===== src/rtl/led_fader.sv =====
// led_fader: fades a 16-bit LED pattern in, holds it, and cross-fades to the
// next pattern through black, using a PWM dimmer that ramps one brightness
// level every STEP_DIV clocks.
//
// Ports
//   clk           : clock, all flops on the rising edge
//   rst_n         : asynchronous active-low reset
//   pattern_in    : next LED pattern from the pattern source
//   pattern_valid : pattern_in is valid
//   pattern_ready : registered; high only in IDLE and HOLD
//   flag_led      : registered drive to the board LEDs
module led_fader #(
  parameter int unsigned PWM_BITS = 8,
  parameter int unsigned STEP_DIV = 390
) (
  input  logic        clk,
  input  logic        rst_n,
  input  logic [15:0] pattern_in,
  input  logic        pattern_valid,
  output logic        pattern_ready,
  output logic [15:0] flag_led
);

  localparam int unsigned DIV_W = (STEP_DIV > 1) ? $clog2(STEP_DIV) : 1;
  localparam logic [PWM_BITS-1:0] LEVEL_MAX = '1;
  localparam logic [PWM_BITS-1:0] LEVEL_MIN = '0;
  localparam logic [DIV_W-1:0]    DIV_LAST  = DIV_W'(STEP_DIV - 1);

  typedef enum logic [1:0] {
    IDLE     = 2'd0,
    FADE_IN  = 2'd1,
    HOLD     = 2'd2,
    FADE_OUT = 2'd3
  } state_t;

  state_t              state;
  logic [15:0]         cur_pattern;
  logic [15:0]         next_pattern;
  logic [PWM_BITS-1:0] level;
  logic [PWM_BITS-1:0] pwm_cnt;
  logic [DIV_W-1:0]    div_cnt;

  logic accept_c;
  logic step_c;
  logic lit_c;

  // Handshake, step strobe and PWM compare, all from registered state.
  assign accept_c = pattern_valid & pattern_ready;
  assign step_c   = (div_cnt == DIV_LAST);
  // Strict compare: level MAX never reaches 100% duty during a fade.
  assign lit_c    = (pwm_cnt < level);

  // Fader state machine with registered outputs.
  always_ff @(posedge clk or negedge rst_n) begin
    if (!rst_n) begin
      state         <= IDLE;
      cur_pattern   <= '0;
      next_pattern  <= '0;
      level         <= '0;
      div_cnt       <= '0;
      pwm_cnt       <= '0;
      flag_led      <= '0;
      pattern_ready <= 1'b1;
    end else begin
      // PWM carrier free-runs regardless of state.
      pwm_cnt <= pwm_cnt + 1'b1;

      case (state)
        IDLE: begin
          flag_led <= '0;
          if (accept_c) begin
            cur_pattern   <= pattern_in;
            level         <= LEVEL_MIN;
            div_cnt       <= '0;
            pattern_ready <= 1'b0;
            state         <= FADE_IN;
          end
        end

        FADE_IN: begin
          flag_led <= lit_c ? cur_pattern : 16'h0000;
          div_cnt  <= step_c ? '0 : div_cnt + 1'b1;
          if (step_c) begin
            // The last step at MAX is spent at MAX, so each fade is (MAX+1) steps.
            if (level == LEVEL_MAX) begin
              pattern_ready <= 1'b1;
              state         <= HOLD;
            end else begin
              level <= level + 1'b1;
            end
          end
        end

        HOLD: begin
          flag_led <= cur_pattern;
          if (accept_c) begin
            // Always cross-fade, even when the new pattern matches the old one.
            next_pattern  <= pattern_in;
            level         <= LEVEL_MAX;
            div_cnt       <= '0;
            pattern_ready <= 1'b0;
            state         <= FADE_OUT;
          end
        end

        FADE_OUT: begin
          flag_led <= lit_c ? cur_pattern : 16'h0000;
          div_cnt  <= step_c ? '0 : div_cnt + 1'b1;
          if (step_c) begin
            if (level == LEVEL_MIN) begin
              cur_pattern <= next_pattern;
              state       <= FADE_IN;
            end else begin
              level <= level - 1'b1;
            end
          end
        end

        default: begin
          flag_led      <= '0;
          pattern_ready <= 1'b1;
          state         <= IDLE;
        end
      endcase
    end
  end

endmodule


===== config.mk =====
export PLATFORM = sky130hd
export DESIGN_NAME = led_fader
export DESIGN_NICKNAME = d
export VERILOG_FILES = /design/src/rtl/led_fader.sv
export SDC_FILE = /design/constraint.sdc
export NUM_CORES = 1
export LEC_CHECK = 0
export BUFFER_PORTS_ARGS = -buffer_cell sky130_fd_sc_hd__buf_2
export CORE_ASPECT_RATIO = 1.75
export CORE_MARGIN = 5
export CORE_UTILIZATION = 35
export DETAILED_ROUTE_END_ITERATION = 16
export PLACE_DENSITY = 0.58
export RECOVER_POWER = 100
export SYNTH_ARGS = -nofsm -noshare
export SYNTH_HDL_FRONTEND = slang
export SYNTH_SLANG_ARGS = --single-unit

===== constraint.sdc =====
create_clock -name clk -period 2.1 [get_ports clk]
set_input_delay 0.315 -clock clk [delete_from_list [all_inputs] [get_ports clk]]
set_output_delay 0.315 -clock clk [all_outputs]
set_load 0.01 [all_outputs]

==> results_dict.tcl, run 1 <==
set metrics [dict create \
    status "finished, violations left" \
    violations "negative setup slack" \
    synth_top_flop_cell "dfrtp_1" \
    worst_setup_path_end_kind "flop" \
    drive_above_1_share 0.296 \
    synth-edff-count 0 \
    synth_top_area_share 0.471 \
    syn_area_mm2 0.00399 \
    fin_skew_ps 5.18 \
    antenna_found_initial 0 \
    drcViolationCount 0 \
    ir_drop_uv 813 \
    p_int_mw 5.18 \
    worstSetupPathType "flop to flop" \
    ys_ff_latch 76 \
    cts_buffers 9 \
    power_density_mw_per_mm2 1710 \
    netSwitchingFraction 0.397 \
    gp_congestion 0.840 \
    grtUsageTotal 0.137 \
    wire_per_inst_um 15.9 \
    grt_pass1_wl_um 14800 \
    synth_area_leaders "dfrtp_1, ha_1, mux2i_1, mux2_2, o41ai_1" \
    final_core_util 0.450 \
    rsz0062_at_grt "yes" \
    path_clk_slew_ps 60 \
    drt-initial-drc-count 105 \
    syn_area_per_cell_um2 10.5 \
    rrSetupSlack_ps -70 \
    p_switching_mw 3.41 \
    vias_per_cell 5.17 \
    clk_path_buf_depth 2 \
    synth.most_common_cell "dfrtp_1" \
    die_area_mm2 0.0137 \
    holdWs_ps 225 \
    relSlewSlack 0.414 \
    pwr-share-comb 0.530 \
    max_freq_mhz 462 \
    p_leak_nw 2.29 \
    cts.sinks 76 \
    min_period_ps 2170 \
    cts_tree "built" \
    fin_area_mm2 0.00503 \
    cts.htree.levels 3 \
    power_mw 8.58 \
    ys_seq_area_frac 0.478 \
    syn_nets 421 \
    setup_ws_ps -66.8 \
    start_util 0.357 \
    postRouteAntennaNets 0 \
    cts_root_buf "clkbuf_16" \
    min_path_type "primary input to flop" \
    insertion_delay_ps 330 \
    insertedDiodeCount 0 \
    die_h_um 151 \
    hold_viol_final 0 \
    worst_pin_slew_ps 879 \
    fin_crit_sh 1.03 \
    cp-start-kind "flop" \
    r2r-start "state[0]" \
    slew_violations 0 \
    timing.rr.end "level[7]" \
    dr_total_vias 2989 \
    finalSetupViolCount 1 \
    numPortBuffers 35 \
    hold_end "next_pattern[13]" \
    die_x_um 90.7 \
    postSynthCellCount 379 \
    grt_overflow 0 \
    grt_pass1_vias 3111 \
    reg2reg_depth 8 \
    async_flop_share 1.00 \
    cp_max_fo 7 \
    worstHoldPathCells 2 \
    drv_cap 0 \
    yosys_warnings 0 \
    synth_cell_types 52 \
    dp_hpwl_um 6610 \
    ios 36 \
    power_frac_clock 0.178 \
    pre_cts_ws_ps -148 \
    synthTopCellsByCount "dfrtp_1, nor2_1, inv_1" \
    num_rows 51 \
    arrival_ps 2370 \
    drtPass1Iterations 4 \
    crit_required_ps 2300 \
    place_area_mm2 0.00447 \
    hold_path_startpoint "pattern_in[13]" \
    sequentialPowerShare 0.293 \
    yosysTopAreaCell "dfrtp_1" \
    core-area_mm2 0.0112 \
    area_growth_pct 26.1 \
    nNetsFinal 484 \
    grt_max_degree 37 \
    finalWirelength_um 9220 \
]
[timing repair]
item | in CTS | in global routing
cloned | 0 | 1
hold buffers | 1 | 0
pin swaps | 0 | 9
gates resized for setup | 3 | 37
buffers inserted | 1 | 4
setup endpoints to repair | 10 | 39
hold endpoints to repair | 33 | 0
[cell type report]
class / instances / area [um^2]
Fill cell: 1015 / 6140
Sequential cell: 76 / 1900
Clock inverter: 2 / 35.0
Inverter: 33 / 124
Multi-Input combinational cell: 255 / 2100
Tap cell: 132 / 165
Clock buffer: 13 / 250
Timing Repair Buffer: 67 / 449
[how the worst max path moves through the flow]
stage          slack (ps)       end  startpoint
2_1_floorplan          -5  level[7]    state[0]
3_3_place_gp          -60  level[7]    state[0]
3_5_place_dp         -150  level[7]    state[0]
4_1_cts               -30  level[7]    state[0]
5_1_grt              -180  level[7]    state[0]
6_report              -70  level[7]    state[0]
[cell usage in the layout (no fill, tap or decap), types with 6 or more instances in the layout]
| cell type | netlist | final |
|---|---|---|
| o21ai_0 | 19 | 18 |
| dfrtp_1 | 75 | 74 |
| xnor2_1 | 6 | 6 |
| buf_2 | 1 | 18 |
| nor2_1 | 36 | 35 |
| ha_1 | 22 | 15 |
| nand3_1 | 8 | 8 |
| a21oi_2 | 16 | 18 |
| clkbuf_1 | 7 | 19 |
| inv_1 | 33 | 32 |
| buf_4 | 4 | 23 |
| a21oi_1 | 12 | 9 |
| mux2i_1 | 18 | 18 |
| nand4_1 | 6 | 6 |
| o41ai_2 | 0 | 11 |
| nand2_1 | 26 | 26 |
| mux2_2 | 16 | 16 |
| clkbuf_16 | 0 | 10 |
[per-stage QoR]
stage	std cells	TNS (ps)
after floorplan	379	-5.12
after global placement	556	-100
after detailed placement	556	-312
after CTS	573	-39.4
after global routing	578	-269
final	578	-66.8
[sequential cells by signal, summed over array words and instances, names as in the netlist]
| signal | flops |
|---|---|
| flag_led | 16 |
| cur_pattern | 16 |
| level | 8 |
| state | 2 |
| next_pattern | 16 |
| div_cnt | 9 |
| pwm_cnt | 8 |
| pattern_ready | 1 |
[power by group through the flow]
| stage | Combinational, mW | Sequential (mW) | Clock [mW] |
|---|---|---|---|
| global placement | 3.82 | 2.47 | 0 |
| finish | 4.54 | 2.51 | 1.52 |
| floorplan | 2.73 | 2.45 | 0 |
| CTS | 4.00 | 2.47 | 1.55 |
| global route | 5.02 | 2.59 | 1.63 |
| detailed placement | 3.93 | 2.49 | 0 |
[per-layer routing]
layer,global-route usage,up-vias,share of wire
met4,0.0671,0,0.029
li1,-,1463,-
met1,0.139,1446,0.37
met3,0.0298,23,0.030
met5,0,-,0
met2,0.262,57,0.57
[logic make-up after synthesis]
kind of cell,Yosys count,synth area share
adders and majority gates,23,0.0741
AOI/OAI and AO/OA,88,0.156
and+or+nand+nor,98,0.120
muxes,35,0.0932
xor gates and xnor gates,11,0.0242
DFF,76,0.478
buffers and inverters,48,0.0549
[critical path, cell delays in order, from the launching register on]
cell      delay (ps)
dfrtp_1          410
ha_4             230
ha_4             240
a21oi_4          160
o211ai_1         130
o41ai_2          360
xnor2_1          180
mux2i_1          210
o221ai_1         120
No activity file was read; power rests on OpenSTA's default activity.
==> run 2, diff against run 1 <==
--- a/config.mk
+++ b/config.mk
@@ -9,9 +9,11 @@
 export CORE_ASPECT_RATIO = 1.75
 export CORE_MARGIN = 5
 export CORE_UTILIZATION = 35
+export CTS_BUF_LIST = sky130_fd_sc_hd__clkbuf_8 sky130_fd_sc_hd__clkbuf_16
 export DETAILED_ROUTE_END_ITERATION = 16
 export PLACE_DENSITY = 0.58
 export RECOVER_POWER = 100
+export SLEW_MARGIN = 15
 export SYNTH_ARGS = -nofsm -noshare
 export SYNTH_HDL_FRONTEND = slang
 export SYNTH_SLANG_ARGS = --single-unit
==> run 2 against run 1 <==
Power about the same. Sequential share of layout area unchanged. Worst hold slack about the same. Critical endpoint unchanged. Critical path type unchanged. Cell count is the same. Clock-buffer cell count shrank 3. Core utilization did not move. The run still ends with negative setup slack left.
==> results_dict.tcl, run 2 (synthesis results as in run 1) <==
set metrics [dict create \
    power_density_mw_per_mm2 1710 \
    wire_per_inst_um 16.0 \
    worst_setup_path_end_kind "flop" \
    rsz0062_at_grt "yes" \
    cts_tree "built" \
    finalSetupViolCount 1 \
    hold_viol_final 0 \
    cts.sinks 76 \
    clk_path_buf_depth 2 \
    min_path_type "primary input to flop" \
    cp_max_fo 7 \
    drive_above_1_share 0.296 \
    grt_max_degree 37 \
    cts_root_buf "clkbuf_16" \
    path_clk_slew_ps 60 \
    arrival_ps 2370 \
    grtUsageTotal 0.137 \
    insertedDiodeCount 0 \
    die_x_um 90.7 \
    area_growth_pct 26.1 \
    cts.htree.levels 3 \
    violations "negative setup slack" \
    die_area_mm2 0.0137 \
    gp_congestion 0.840 \
    final-instance-count-excl-fill 578 \
    numPortBuffers 35 \
    insertion_delay_ps 340 \
    fin_skew_ps 5.38 \
    holdWs_ps 225 \
    nNetsFinal 484 \
    worst_pin_slew_ps 879 \
    min_period_ps 2170 \
    dp_hpwl_um 6610 \
    final_common_cell "dfrtp_1" \
    setup_ws_ps -67.5 \
    cp-start-kind "flop" \
    status "finished, violations left" \
    final_core_util 0.450 \
    antenna_found_initial 0 \
    ir_drop_uv 814 \
    postRouteAntennaNets 0 \
    fin_crit_sh 1.03 \
    grt_pass1_vias 3111 \
    grt_overflow 0 \
    slew_violations 0 \
    drcViolationCount 0 \
    relSlewSlack 0.414 \
    core-area_mm2 0.0112 \
    vias_per_cell 5.17 \
    largestRegisters "cur_pattern (16), flag_led (16), next_pattern (16)" \
    num_rows 51 \
    power_mw 8.57 \
    crit_required_ps 2300 \
    finalWirelength_um 9240 \
    worstSetupPathType "flop to flop" \
    die_h_um 151 \
    drv_cap 0 \
    drtPass1Iterations 4 \
    drt-initial-drc-count 105 \
    max_freq_mhz 461 \
    start_util 0.357 \
    dp.cells 556 \
    mostFrequentLayoutCells "dfrtp_1, inv_1, nor2_1" \
    dr_total_vias 2988 \
    grt_pass1_wl_um 14800 \
    cts_buffers 9 \
    p_leak_nw 2.30 \
    ios 36 \
]
## run 2: through the flow
step	TNS [ps]	instance area, um^2	worst slack, ps
2_1_floorplan	-5.12	3990	-5.12
4_1_cts	-39.4	4780	-34.1
3_3_place_gp	-100	4470	-57.5
6_report	-67.5	5030	-67.5
3_5_place_dp	-312	4470	-148
5_1_grt	-269	5030	-181
## run 2: cell type report
type | instances | area [um^2]
fillers | 1015 | 6140
multi-input cells | 255 | 2100
flip-flops and latches | 76 | 1900
inverters | 33 | 124
well taps | 132 | 165
repair buffers | 67 | 449
clock inverters | 5 | 46.3
clock buffers | 10 | 239
## run 2: path summary, 6_finish.rpt
check                          startpoint          endpoint  slack [ps]  cells after the start
setup / recovery                 state[0]          level[7]         -70                      8
hold / removal             pattern_in[13]  next_pattern[13]         220                      2
setup reg to reg                 state[0]          level[7]         -70                      8
max in group asynchronous           rst_n          level[6]         440                      3
min in group asynchronous           rst_n  next_pattern[15]         630                      2
hold reg to reg                pwm_cnt[0]        pwm_cnt[0]         480                      1
## run 2: routing by layer
metal	GRT usage	vias up	routed length (um)
met1	0.139	1447	3420
met5	0	-	0
met4	0.0671	0	246
li1	-	1460	-
met3	0.0298	21	281
met2	0.262	60	5300
## run 2: where the power goes
group	internal, mW	switching [mW]
clock network	0.931	0.581
registers	2.07	0.445
logic	2.16	2.39
## run 2: timing repair
action | in CTS | in global routing
hold endpoints to repair | 33 | 0
gates resized for setup | 3 | 37
setup buffers | 1 | 4
cloned | 0 | 1
pin swaps | 0 | 9
hold buffers | 1 | 0
endpoints found under the setup margin | 10 | 39
## run 2: worst max-delay path: stages (launching register included)
cell and delay, ps:
dfrtp_1 410, ha_4 230, ha_4 240, a21oi_4 160, o211ai_1 130, o41ai_2 360, xnor2_1 180, mux2i_1 210
o221ai_1 120
